### src/rtl/blob_centroid_tracker.sv
// Colour-threshold blob tracker: qualifies pixels on R-G, accumulates coordinates, divides for the centroid.
// Latency: mask 1 cycle; pos_valid SUM_W+2 cycles after frame end (divided) or 2 cycles (too few pixels).
// Backpressure: none on the pixel stream; a frame ending while the divider is busy is dropped with frame_drop.
module blob_centroid_tracker #(
    parameter int H_ACTIVE   = 320,
    parameter int V_ACTIVE   = 240,
    parameter int COORD_W    = 10,
    parameter int SUM_W      = 32,
    parameter int CNT_W      = 18,
    parameter int MIN_PIXELS = 64
) (
    input  logic               clock,
    input  logic               reset,
    input  logic [7:0]         R,
    input  logic [7:0]         G,
    input  logic [7:0]         B,
    input  logic               ActiveArea,
    input  logic [COORD_W-1:0] Hcnt,
    input  logic [COORD_W-1:0] Vcnt,
    input  logic [7:0]         thr_lo,
    input  logic [7:0]         thr_hi,
    output logic               mask,
    output logic [COORD_W-1:0] xpos,
    output logic [COORD_W-1:0] ypos,
    output logic               found,
    output logic               pos_valid,
    output logic               busy,
    output logic               frame_drop
);

    localparam int                 SW1      = SUM_W + 1;
    localparam int                 BIT_W    = $clog2(SUM_W + 1);
    localparam logic [31:0]        H_LIM    = H_ACTIVE;
    localparam logic [31:0]        V_LIM    = V_ACTIVE;
    localparam logic [COORD_W-1:0] H_LAST   = COORD_W'(H_ACTIVE - 1);
    localparam logic [COORD_W-1:0] V_LAST   = COORD_W'(V_ACTIVE - 1);
    localparam logic [CNT_W-1:0]   MIN_CNT  = CNT_W'(MIN_PIXELS);
    localparam logic [BIT_W-1:0]   LAST_BIT = BIT_W'(SUM_W - 1);

    typedef enum logic [1:0] {
        IDLE = 2'd0,
        DIV  = 2'd1,
        DONE = 2'd2
    } state_t;

    state_t state_q, state_d;

    logic [7:0]       diff;
    logic             qualify;
    logic             frame_end;
    logic             take;
    logic [SUM_W-1:0] sum_x, sum_y, sum_x_nxt, sum_y_nxt;
    logic [CNT_W-1:0] count, count_nxt;
    logic [SW1-1:0]   add_x, add_y;

    logic [SUM_W-1:0] dvd_x, dvd_y, rem_x, rem_y, divisor;
    logic [SW1-1:0]   sh_x, sh_y, sub_x, sub_y;
    logic             ge_x, ge_y;
    logic [BIT_W-1:0] bit_cnt;
    logic             divided;
    logic             unused_bits;

    assign unused_bits = ^{B, sub_x[SUM_W], sub_y[SUM_W]};

    // Pixel qualification and saturating accumulation; the frame-end pixel is folded into the *_nxt values
    always_comb begin
        diff      = R - G;
        qualify   = ActiveArea && (32'(Hcnt) < H_LIM) && (32'(Vcnt) < V_LIM) &&
                    (R > G) && (diff > thr_lo) && (diff < thr_hi);
        frame_end = ActiveArea && (Hcnt == H_LAST) && (Vcnt == V_LAST);
        add_x     = {1'b0, sum_x} + SW1'(Hcnt);
        add_y     = {1'b0, sum_y} + SW1'(Vcnt);
        sum_x_nxt = sum_x;
        sum_y_nxt = sum_y;
        count_nxt = count;
        if (qualify) begin
            sum_x_nxt = add_x[SUM_W] ? '1 : add_x[SUM_W-1:0];
            sum_y_nxt = add_y[SUM_W] ? '1 : add_y[SUM_W-1:0];
            if (count != '1) begin
                count_nxt = count + CNT_W'(1);
            end
        end
        take = (count_nxt >= MIN_CNT);
    end

    // One restoring-division step per axis: dividend shifts out MSB-first, quotient shifts in at the LSB
    always_comb begin
        sh_x  = {rem_x, dvd_x[SUM_W-1]};
        sh_y  = {rem_y, dvd_y[SUM_W-1]};
        sub_x = sh_x - {1'b0, divisor};
        sub_y = sh_y - {1'b0, divisor};
        ge_x  = (sh_x >= {1'b0, divisor});
        ge_y  = (sh_y >= {1'b0, divisor});
    end

    always_ff @(posedge clock) begin
        if (reset) begin
            state_q <= IDLE;
        end else begin
            state_q <= state_d;
        end
    end

    always_comb begin
        state_d = state_q;
        case (state_q)
            IDLE: begin
                if (frame_end) begin
                    state_d = take ? DIV : DONE;
                end
            end
            DIV: begin
                if (bit_cnt == LAST_BIT) begin
                    state_d = DONE;
                end
            end
            DONE:    state_d = IDLE;
            default: state_d = IDLE;
        endcase
    end

    always_ff @(posedge clock) begin
        if (reset) begin
            mask       <= 1'b0;
            xpos       <= '0;
            ypos       <= '0;
            found      <= 1'b0;
            pos_valid  <= 1'b0;
            busy       <= 1'b0;
            frame_drop <= 1'b0;
            sum_x      <= '0;
            sum_y      <= '0;
            count      <= '0;
            dvd_x      <= '0;
            dvd_y      <= '0;
            rem_x      <= '0;
            rem_y      <= '0;
            divisor    <= '0;
            bit_cnt    <= '0;
            divided    <= 1'b0;
        end else begin
            mask       <= qualify;
            pos_valid  <= 1'b0;
            frame_drop <= frame_end && (state_q != IDLE);

            // Accumulators restart at zero whether or not the snapshot is taken
            if (frame_end) begin
                sum_x <= '0;
                sum_y <= '0;
                count <= '0;
            end else begin
                sum_x <= sum_x_nxt;
                sum_y <= sum_y_nxt;
                count <= count_nxt;
            end

            case (state_q)
                IDLE: begin
                    if (frame_end) begin
                        dvd_x   <= sum_x_nxt;
                        dvd_y   <= sum_y_nxt;
                        divisor <= SUM_W'(count_nxt);
                        rem_x   <= '0;
                        rem_y   <= '0;
                        bit_cnt <= '0;
                        divided <= take;
                        busy    <= take;
                    end
                end
                DIV: begin
                    dvd_x   <= {dvd_x[SUM_W-2:0], ge_x};
                    dvd_y   <= {dvd_y[SUM_W-2:0], ge_y};
                    rem_x   <= ge_x ? sub_x[SUM_W-1:0] : sh_x[SUM_W-1:0];
                    rem_y   <= ge_y ? sub_y[SUM_W-1:0] : sh_y[SUM_W-1:0];
                    bit_cnt <= bit_cnt + BIT_W'(1);
                end
                DONE: begin
                    pos_valid <= 1'b1;
                    busy      <= 1'b0;
                    found     <= divided;
                    if (divided) begin
                        xpos <= dvd_x[COORD_W-1:0];
                        ypos <= dvd_y[COORD_W-1:0];
                    end
                end
                default: ;
            endcase
        end
    end

endmodule

### config.mk
export PLATFORM = sky130hd
export DESIGN_NAME = blob_centroid_tracker
export DESIGN_NICKNAME = d
export VERILOG_FILES = /design/src/rtl/blob_centroid_tracker.sv
export SDC_FILE = /design/constraint.sdc
export NUM_CORES = 1
export LEC_CHECK = 0
export CAP_MARGIN = 5
export CORE_MARGIN = 10
export CORE_UTILIZATION = 55
export DETAILED_ROUTE_END_ITERATION = 12
export PLACE_DENSITY = 0.76
export SETUP_SLACK_MARGIN = 0.15
export SLEW_MARGIN = 20
export SYNTH_ARGS = -nofsm -noshare
export SYNTH_HDL_FRONTEND = slang
export SYNTH_SLANG_ARGS = --single-unit
### constraint.sdc
create_clock -name clock -period 4.35 [get_ports clock]
set_input_delay 0.6525 -clock clock [delete_from_list [all_inputs] [get_ports clock]]
set_output_delay 0.6525 -clock clock [all_outputs]
set_load 0.01 [all_outputs]
### After elaboration in Yosys (flattened, before gate mapping)

Index checks and enable logic that the tools add are counted.

* bitwise operators: 0
* divide/modulo/power cells: 0
* $lt $le $gt $ge: 8
* reduce and logical (&&, ||, !) cells: 18
* add/subtract/negate cells: 7
* multiply operators: 0
* shift-type cells: 0
* muxes and demuxes: 24
* equality and inequality tests: 8

Operators with widths (number)
* 2-to-1 mux 32 bit: 9
* case mux 32 bit (2 select lines): 4
* adder 32 x 10 -> 33 bit: 2
* >= comparator 33 x 18 -> 1 bit: 2
* subtractor 32 x 18 -> 32 bit: 2
* 2-to-1 mux 18 bit: 2
* adder 18 x 1 -> 18 bit (second input constant): 1
* >= comparator 18 x 7 -> 1 bit (second input constant): 1
* inequality test 18 bit (second input constant): 1
* > comparator 8 bit: 2
* case mux 6 bit (2 select lines): 1
* equality test 10 x 8 -> 1 bit (second input constant): 1
* equality test 10 x 9 -> 1 bit (second input constant): 1
* < comparator 10 x 8 -> 1 bit (second input constant): 1
* < comparator 10 x 9 -> 1 bit (second input constant): 1
* AND reduction 2 bit: 5
* logical AND 1 bit: 8
* < comparator 8 bit: 1
* subtractor 8 bit: 1
* adder 6 x 1 -> 6 bit (second input constant): 1
* equality test 6 x 5 -> 1 bit (second input constant): 1
* 2-to-1 mux 2 bit: 3
* 2-to-1 mux 6 bit: 1
* nonzero test 2 bit: 3
* other kinds (8): 10

* bits in read-only memories: 0
* memory bits (writable): 0
* input port bits: 63
* bits in latches: 0
* memories kept: 0
* register bits: 262

### Depth between registers and ports, before layout

* depth in word-level cells: 11
* mapped depth: 23
* mapped depth without buffers: 21

### Least setup slack after synthesis

Ideal clock, no wire load.

* path kind: input to register
* start point: input port R[0]
* end point: register dvd_x[27]
* stages: 19
* arrival time: 4.158 ns
* path slack: 0.122 ns
* cell sequence: inv_1 > ha_1 > fa_1 > nand2b_1 > a21oi_1 > a21o_1 > a21oi_1 > xnor2_1 > ha_1 > nand4_1 > o2bb2ai_1 > nor4_2 > nand2_2 > or4b_1 > clkbuf_1 > nor3_1 > xor2_1 > o21ai_0 > a21oi_1

* cells in the longest elaborated chain, start to end: 7
* elaborated cells on any way between the ends: 10
* classes of those cells: 1 x add/sub; 3 x order compare; 3 x mux; 3 x reduce/logical

RTL lines
* start: declaration: line 14 `input logic [7:0] R,`
* subtractor 8 bit or > comparator 8 bit (tied branches): line 67, 69
* > comparator 8 bit or logical AND 1 bit (tied branches): line 69, 68
* logical AND 1 bit: line 69 `(R > G) && (diff > thr_lo) && (diff < thr_hi);`
* logical AND 1 bit (*): line 69
* 2-to-1 mux 32 bit (*): line 76 `if (qualify) begin`
* 2-to-1 mux 32 bit (*): line 159 `if (frame_end) begin`
* case mux 32 bit (2 select lines) (*): line 157 `case (state_q)`
* end signal: assignment: line 160 `dvd_x <= sum_x_nxt;`
* end signal: assignment: line 171 `dvd_x <= {dvd_x[SUM_W-2:0], ge_x};`
* end: declaration: line 56 `logic [SUM_W-1:0] dvd_x, dvd_y, rem_x, rem_y, divisor;`

Every way passes the cells marked *; elsewhere a longest branch is shown, timed or not. The select of a mux whose other input is x is not followed.
A chain may end at the register's enable or synchronous reset.

### Worst setup path in the final report

* start point: input port G[3]
* end point: register state_q[1]

* cells in the longest elaborated chain, start to end: 9
* elaborated cells on any way between the ends: 12
* classes of those cells: 1 x add/sub; 4 x order compare; 4 x mux; 3 x reduce/logical

RTL lines
* start: declaration: line 15 `input logic [7:0] G,`
* subtractor 8 bit or > comparator 8 bit (tied branches): line 67, 69
* > comparator 8 bit or logical AND 1 bit (tied branches): line 69, 68
* logical AND 1 bit: line 69
* logical AND 1 bit (*): line 69
* 2-to-1 mux 18 bit (*): line 76
* >= comparator 18 x 7 -> 1 bit (*): line 83 `take = (count_nxt >= MIN_CNT);`
* 2-to-1 mux 2 bit (*): line 109 `state_d = take ? DIV : DONE;`
* 2-to-1 mux 2 bit (*): line 108 `if (frame_end) begin`
* case mux 2 bit (2 select lines) (*): line 106 `case (state_q)`
* end signal: assignment: line 100 `state_q <= state_d;`
* end: declaration: line 46 `state_t state_q, state_d;`

Marked as above.

==> metrics <==
kind of critical path=in2reg; setup tns final=0 ps; drc violations=0; H-tree depth=1; Tmin final=4050 ps; Synth Cell Area=14,700 um^2; Worst Path Buf+Inv=5; CP cell instances=clkdlybuf4s50_1, inv_1, ha_1, a21oi_1, nor2b_1, o21ai_1, nand2b_1, a21oi_2, xnor2_2, ha_1, nand4_1, buf_4, a21oi_4, o32ai_4, buf_4, nor4_4, buf_4, or3_1, a21oi_2, a41oi_2, nor4_2; max_cap viols=0; Pleak=6.74 nW; detailed-route wire length=40,400 um; placed cell areas=16,200 um^2; Worst EP arrival=4510 ps; vias in the first global route=13,263; synthesized flop and latch total=roughly 260; number of synthesized flops with an enable pin=0; max incr delay on CP=460 ps; CTS tree=built; Final Util=just under 70%; Worst-Margin Slew=1010 ps; Initial DRC Count=~1,300; drt pass-1 iters=5; clock skew=7.80 ps; final hold slack=452 ps; average vias per placed instance=6.08; maximum VDD drop=around 0.32 mV; Synth Instances=1,821; final instance area=17,700 um^2; DR vias=roughly 14,000; ys async rst share=0%; global placement routability congestion=a little under 0.9; area grow syn2layout=19.8%; routed len/inst=17.7 um; largest net degree at the start of global routing=93; Netlist cell types=81; worst hold path class=reg2reg; total track usage=23.1%; Syn Nets=1,970; commonest non-fill, non-tap cells in the layout=dfxtp_1, nor2_1, nand2_1, a21oi_1, o21ai_0; remaining antenna violation count after routing=0; total CTS buffers=28; fin. max-slew vios=0; # diodes=0; Crit. End Element=flip-flop; crit-path max FO=5; initial antenna violation count=0; Crit-path slowest cell=clkdlybuf4s50_1; most common cell after layout, fill and taps aside=dfxtp_1; die area=around 34,000 um^2; synth warn=0; Clock Latency Late Sink=roughly 550 ps; CTS clk-pin slew, worst paths=around 70 ps; layout cells sized above 1=11.6%; status=finished clean; die width=around 180 um; power density over the cells=310 nW/um^2; RSZ-0062 raised after global routing=no; Top cell by count, worst path=buf_4; Top delay family on crit path=compound AO/OA/AOI/OAI gates; clock root buffer=clkbuf_16; num ports=88; part of the cycle the worst path needs=93.0%; Placeable Area=about 26,000 um^2; fin nets=between 2,000 and 2,500; synth top area cells=dfxtp_1, ha_1, a21oi_1, nor2_1, xnor2_1; Initial Util=a little under three fifths; area leader, netlist=dfxtp_1; Synth Flop Type=dfxtp_1; PortBufs=just under 80; Synth top area share=35.6%; Die H=between 150 and 200 um; Core Rows=59; # clock sinks=262; global route total overflow=0; hold buffer count at cts=0; FMAX=between 200 and 250 MHz; Mean Syn Cell Area=8.10 um^2; Worst slew margin=32.5%; CTS max path bufs=3; HPWL Detailed=27,600 um; wire length of the first global-routing pass=66,300 um; final setup fails=0; CP startpoint kind=primary input; post-synthesis sequential area ratio=35.6%; CP required=just under 5000 ps; fill cell total of the finished layout=around 2,100; Final Hold Fails=0
==> sequential cells by signal, indices dropped and copies added (netlist names), 6 cells and up <==
name,flops
bit_cnt,6
count,18
divisor,18
dvd_x,32
dvd_y,32
rem_x,32
rem_y,32
sum_x,32
sum_y,32
xpos,10
ypos,10
==> per-stage QoR <==
step | setup slack, ps | power, W | std cells
global route | 101 | 0.00562 | 2279
finish | 305 | 0.00547 | 2279
detailed placement | -731 | 0.00279 | 2211
floorplan | 165 | 0.00264 | 1821
global placement | -569 | 0.00278 | 2211
CTS | 176 | 0.00544 | 2272
==> tightest hold or removal path: cells and delay by family, from the launching register on <==
family | cells | cell delay (ps)
AO/OA/AOI/OAI | 1 | 50
flip-flops | 1 | 310
AND/OR/NAND/NOR | 1 | 50
==> cells by family after synthesis <==
group / synth area share [%]
AO/OA/AOI/OAI: 22.6
XOR/XNOR: 7.01
multiplexers: 1.73
AND/OR/NAND/NOR: 21.2
flip-flops: 35.6
adder cells (fa/ha/maj): 7.55
buffers and inverters: 4.29
==> area by class of cell <==
cell class              instances  area (um^2)  area share [%]
multi-input cells            1393         9210            52.1
flip-flops and latches        262         5250            29.7
repair buffers                166         1490            8.45
clock buffers                  34          785            4.44
well taps                     335          419            2.37
inverters                      72          270            1.53
clock inverters                17          246            1.40
==> metal layers <==
metal | part of all wire (%) | up-vias | GRT usage, %
li1 | - | 6744 | -
met1 | 44 | 6595 | 30.4
met2 | 48 | 432 | 39.3
met3 | 5.6 | 77 | 2.79
met4 | 2.1 | 0 | 5.90
met5 | 0 | - | 0
==> path summary, 6_finish.rpt <==
check,start,to,slack [ps],cells past startpoint
setup / recovery,G[3],state_q[1]$_SDFFE_PP0P_,300,21
hold / removal,found$_SDFFE_PP0P_,found$_SDFFE_PP0P_,450,2
setup reg to reg,divisor[1]$_SDFFE_PP0P_,rem_x[9]$_SDFFE_PP0P_,810,12
hold reg to reg,found$_SDFFE_PP0P_,found$_SDFFE_PP0P_,450,2
==> synth_stat cells, types with 14 or more instances <==
master      n
a211oi_1   36
a21o_1     31
a21oi_1   158
a22oi_1    63
a31oi_1    14
and3_1     26
clkbuf_1   83
dfxtp_1   262
ha_1       81
inv_1      72
mux2i_1    21
nand2_1   156
nand2b_1   22
nand3_1    57
nand4_1    22
nor2_1    196
nor2b_1    27
nor3_1     29
o21a_1     19
o21ai_0   112
o22ai_1    21
or3_1      16
xnor2_1    71
xor2_1     47
==> report_power, final <==
part	switching, W	total, W	internal [W]
Sequential	0.000000975	0.00240	0.00240
Clock	0.00102	0.00265	0.00164
Combinational	0.000212	0.000416	0.000204
Total	0.00123	0.00547	0.00424
==> repair_timing <==
action | CTS | global route
buffers inserted | 10 | 6
pin swaps | 23 | 32
resized for setup | 35 | 51
setup endpoints to repair | 145 | 161
(Power assumes the default switching activity.)
==> patch 1: new RTL, same settings <==
Make the reset (`reset`) asynchronous in 2 clocked blocks.
--- a/src/rtl/blob_centroid_tracker.sv
+++ b/src/rtl/blob_centroid_tracker.sv
@@ -94,5 +94,5 @@
     end
 
-    always_ff @(posedge clock) begin
+    always_ff @(posedge clock or posedge reset) begin
         if (reset) begin
             state_q <= IDLE;
@@ -120,5 +120,5 @@
     end
 
-    always_ff @(posedge clock) begin
+    always_ff @(posedge clock or posedge reset) begin
         if (reset) begin
             mask       <= 1'b0;
Behaviour: differs if reset is asserted again (counterexample within 4 cycles, from zero or initial values and one cycle with reset high); with reset held inactive, the same outputs for 10 cycles.
==> patch 1 against the unedited design <==
Sequential cell count is the same. Highest routed layer is now met5. Synthesized area increased by 7.2%. Synthesized cell count decreased by 3.1%. Worst setup slack better by 0.016 ns. Register-to-register slack worse by 0.38 ns. Critical path type unchanged. Clock skew increased by 0.0038 ns. Wire length increased by 7.0%. Final area up 7.4%.
Power is not compared: it rests on default switching activity, and its combinational part moved more than twofold at a synthesized area within 25%.
==> patch 1: results (changes against the unedited design) <==
stage,metric,value,unit,change
global_route,grt_pass1_wl,71700,um,+8.2%
synth,syn-num-nets,1913,,-2.9%
synth,ys_warn_count,0,,unchanged
setup_path,ff2ff_path_depth,12,,unchanged
synth,synth_cell_types,79,,-2.5%
clocking,insertion_delay,0.55,ns,about the same
placement,gp_congestion,0.929,,+3.9%
clocking,clk_path_buf_depth,3,,unchanged
global_route,antenna_found_initial,1,,+1
global_route,track_usage,23.7,%,+0.58 points
setup_path,crit_path_end,sum_y[14],,
clocking,path_clk_slew,0.07,ns,about the same
placement,pre_cts_ws,-0.809,ns,-0.0771 ns
timing,skew,0.0116,ns,+0.00375 ns
placement,place_inst,2247,,+1.6%
placement,dp_hpwl,30200,um,+9.1%
outcome,status,"complete, no violations",,
clocking,cts-root-buf,clkbuf_16,,
routing,post_drt_wl_per_cell,18.7,um,+5.6%
pwr,ir_drop,0.000254,V,
synth,syn_inst,1764,,-3.1%
routing,first_pass_iters,7,,+2
setup_path,r2r_slack,0.43,ns,-0.38 ns
clocking,htree_levels,1,,unchanged
setup_path,reg2reg_from,divisor[1],,
clocking,cts_buffers,29,,+3.6%
cells_and_area,fill_cells,2293,,+11%
synth,synth_common_cells,"dfrtp_1, nand2_1, nor2_1",,
setup_path,reg2reg_to,rem_y[22],,
routing,vias_per_cell,6.12,,+0.74%
pwr,power_leakage,0.00852,uW,
setup_path,cp.arrival,4.45,ns,-0.06 ns
routing,num_vias,14100,,+2.1%
global_route,grt_max_degree,77,,-17%
timing,fmax,248,MHz,+0.38%
synth,async_reset_ff_share,100,%,+100 points
hold_path,min_path_type,reg2reg,,
placement,port_buffers,79,,unchanged
routing,first_iter_violations,1368,,+5.3%
cells_and_area,num-nets-final,2055,,-0.82%
cells_and_area,drive_gt1_share,13.2,%,+1.6 points
synth,yosysSeqAreaShare,41.5,%,+5.9 points
cells_and_area,diodes,0,,unchanged
setup_path,critPathLaunch,R[0],,
synth,synth.area.top_cells,"dfrtp_1, ha_1, o21ai_0",,
timing,max-slew-margin-rel,37.0,%,+4.6 points
setup_path,cp_max_fo,5,,unchanged
## patch 1: area by class of cell
| type | count | share of cell area (%) |
|---|---|---|
| Multi-Input combinational cell | 1340 | 46.9 |
| Sequential cell | 262 | 34.6 |
| Timing Repair Buffer | 189 | 9.07 |
| Clock buffer | 42 | 4.51 |
| Tap cell | 384 | 2.53 |
| Inverter | 84 | 1.76 |
| Clock inverter | 8 | 0.620 |
## patch 1: worst min-delay path by stage
stage | startpoint | endpoint | slack [ns] | cells past startpoint
finish | divisor[16] | divisor[16] | 0.48 | 2
global route | divisor[14] | divisor[14] | 0.51 | 2
CTS | divisor[3] | divisor[3] | 0.49 | 2
detailed placement | divisor[12] | divisor[12] | 0.47 | 2
global placement | found | found | 0.46 | 2
floorplan | divisor[10] | divisor[10] | 0.45 | 2
## patch 1: where the power goes
part	internal [uW]	switching (uW)	total [uW]
clock	1520	997	2520
sequential	2510	60.7	2570
combinational	457	526	982
## patch 1: through the flow
stage / TNS, ns / instance area [um^2] / utilization, % / power, uW
after floorplan: 0 / 15900 / - / 3190
after global placement: -72.66 / 17700 / 61.9 / 3470
after detailed placement: -97.43 / 17700 / 61.9 / 3510
after CTS: 0 / 18800 / 65.9 / 6050
after global routing: 0 / 19000 / 66.4 / 6320
final: 0 / 19000 / 66.4 / 6070
## patch 1: cells by family after synthesis
logic type                 Yosys count  synth area share [%]
adders and majority gates           86                  7.04
xor gates and xnor gates           103                  5.71
DFF                                262                  41.5
muxes                               50                  3.32
buffers and inverters              162                  4.03
AOI/OAI and AO/OA                  480                  19.4
and+or+nand+nor                    621                  19.0
## patch 1: repair_timing
item                                    in CTS  in global routing
buffers inserted                             6                  6
endpoints found under the setup margin     147                107
gates resized for setup                     34                 37
gates cloned                                 0                  0
pin swaps                                   19                 24
## patch 1: routing by layer
layer	part of all wire, %	GRT usage (%)
met5	0.030	0
met4	2.0	5.86
met3	7.4	3.79
met2	46	37.7
met1	45	33.2
## patch 1: worst max-delay path, cell delays in order
cell and delay, ns:
buf_4 0.14, inv_12 0.05, ha_4 0.14, fa_2 0.21, nor2b_2 0.05, o31a_1 0.31, a21o_1 0.19, a21oi_2 0.18
xnor2_2 0.10, ha_1 0.34, nand4_1 0.15, o22ai_2 0.11, a2111oi_4 0.39, o211ai_4 0.18, buf_6 0.18, or3_4 0.35
nor2_2 0.15, mux2i_2 0.27, buf_4 0.16, buf_4 0.10, nor2_1 0.03
==> patch 2: new RTL, config.mk and constraints unchanged <==
Made on the original files. The parameter `CNT_W` goes from 18 to 20.
--- a/src/rtl/blob_centroid_tracker.sv
+++ b/src/rtl/blob_centroid_tracker.sv
@@ -7,5 +7,5 @@
     parameter int COORD_W    = 10,
     parameter int SUM_W      = 32,
-    parameter int CNT_W      = 18,
+    parameter int CNT_W      = 20,
     parameter int MIN_PIXELS = 64
 ) (
Behaviour: same outputs for any inputs over 10 cycles, from zero or initial values and one cycle with reset high; that may be too few to reach the edited logic, so the function may still have changed.
==> patch 2 against the unedited design <==
Cell count increased by 3.9%. Wire length increased by 1.8%. Register-to-register slack improved by 0.12 ns. Worst hold slack improved by 0.00075 ns. Synthesized area increased by 2.9%. Global-route usage decreased by 0.24 points. Combinational power decreased by 12%. Power decreased by 4.5%. Clock power decreased by 8.7%. Worst setup slack improved by 0.045 ns. First-iteration DRC count decreased by 31%. Final area increased by 2.3%. Clock skew increased by 0.0021 ns. Sequential cell count increased by 4.
==> patch 2: results (changes against the unedited design) <==
stage,metric,value,unit,change
outcome,status,"complete, no violations",,
timing,skew,0.00987,ns,+0.00207 ns
hold_path,min_path_type,reg2reg,,
synth,synth_common_cells,"dfxtp_1, nand2_1, nor2_1",,
synth,syn-num-nets,2040,,+3.6%
clocking,clk_path_buf_depth,3,,unchanged
global_route,grt_pass1_wl,66500,um,+0.34%
clocking,cts_buffers,28,,unchanged
synth,synth_most_common_cell,dfxtp_1,,
routing,first_pass_iters,5,,unchanged
pwr,power_leakage,0.00690,uW,+2.4%
routing,first_iter_violations,894,,-31%
clocking,insertion_delay,0.55,ns,about the same
cells_and_area,fill_cells,2207,,+7.2%
setup_path,cp.arrival,4.49,ns,-0.02 ns
timing,max-slew-margin-rel,28.0,%,-4.5 points
clocking,path_clk_slew,0.06,ns,
synth,async_reset_ff_share,0,%,unchanged
synth,yosysSeqAreaShare,35.1,%,-0.49 points
placement,port_buffers,79,,unchanged
clocking,htree_levels,1,,unchanged
global_route,grt_max_degree,67,,-28%
cells_and_area,num-nets-final,2157,,+4.1%
setup_path,cpMaxStageDelayCell,or4_1,,
setup_path,worst_path_largest_cell_delay,0.51,ns,+0.05 ns
cells_and_area,diodes,0,,unchanged
pwr,ir_drop,0.000333,V,+3.2%
pwr,p_switching,1220,uW,-1.1%
synth,ys_warn_count,0,,unchanged
routing,post_drt_wl_per_cell,17.4,um,-2.0%
routing,vias_per_cell,6.04,,-0.62%
synth,synth_cell_types,83,,+2.5%
global_route,antenna_found_initial,0,,unchanged
synth,synth.area.top_cells,"dfxtp_1, ha_1, nand2_1",,
setup_path,cp_max_fo,4,,-1
clocking,cts-root-buf,clkbuf_16,,
cells_and_area,drive_gt1_share,11.2,%,-0.37 points
placement,gp_congestion,0.971,,+8.6%
global_route,grt_pass1_vias,13800,,+4.1%
placement,dp_hpwl,29400,um,+6.3%
global_route,track_usage,22.9,%,-0.24 points
[patch 2: logic make-up after synthesis]
| kind of cell | share of synthesized area [%] |
|---|---|
| fa+ha+maj | 7.67 |
| compound gates | 22.6 |
| xor+xnor | 5.77 |
| buf+inv | 4.45 |
| mux | 2.87 |
| flops | 35.1 |
| simple gates | 21.6 |
[patch 2: layout make-up]
| cell class | instances | area [um^2] | area share (%) |
|---|---|---|---|
| tap | 341 | 427 | 2.36 |
| inverter | 77 | 289 | 1.60 |
| clock buffer | 38 | 820 | 4.53 |
| sequential | 266 | 5330 | 29.5 |
| multi-input combinational | 1446 | 9390 | 51.9 |
| clock inverter | 14 | 128 | 0.706 |
| timing repair buffer | 185 | 1700 | 9.41 |
[patch 2: layer usage]
metal  wire [um]  share of wire (%)  global-route usage, %
met5           0                  0                      0
met4        1320                3.2                   8.35
met3        2140                5.2                   3.51
met2       20000                 49                   39.7
met1       17600                 43                   28.1
[patch 2: worst paths after layout]
check	start	to	slack (ns)	cells after the start
setup / recovery	R[0]	state_q[1]	0.35	22
hold / removal	rem_y[31]	rem_y[31]	0.45	2
setup reg to reg	divisor[1]	rem_x[15]	0.93	11
hold reg to reg	rem_y[31]	rem_y[31]	0.45	2
[patch 2: repair_timing]
item | CTS | global route
buffers inserted | 8 | 9
pin swaps | 21 | 23
setup endpoints to repair | 53 | 147
gates cloned | 0 | 1
resized for setup | 21 | 26
hold buffers | 0 | 0
[patch 2: per-stage QoR]
stage          utilization (%)  setup slack (ns)  cells  area, um^2  setup TNS [ns]
2_1_floorplan                -             0.203   1887       15200               0
3_3_place_gp              62.1            -0.509   2297       16800          -43.36
3_5_place_dp              62.1            -0.613   2297       16800          -60.34
4_1_cts                   66.1             0.155   2357       17900               0
5_1_grt                   66.9             0.111   2367       18100               0
6_report                  66.9             0.349   2367       18100               0
[patch 2: critical path, delay by kind of cell]
family,cells,cell delay (ns)
and+or+nand+nor,5,1.00
buffers and inverters,8,1.05
adders and majority gates,2,0.43
xor gates and xnor gates,1,0.20
AOI/OAI and AO/OA,6,1.13
[patch 2: power groups by stage]
stage               Clock, uW  Sequential, uW  Combinational [uW]
floorplan                   0            2490                 169
global placement            0            2490                 292
detailed placement          0            2490                 304
CTS                      2450            2440                 331
global route             2530            2440                 401
finish                   2420            2440                 367
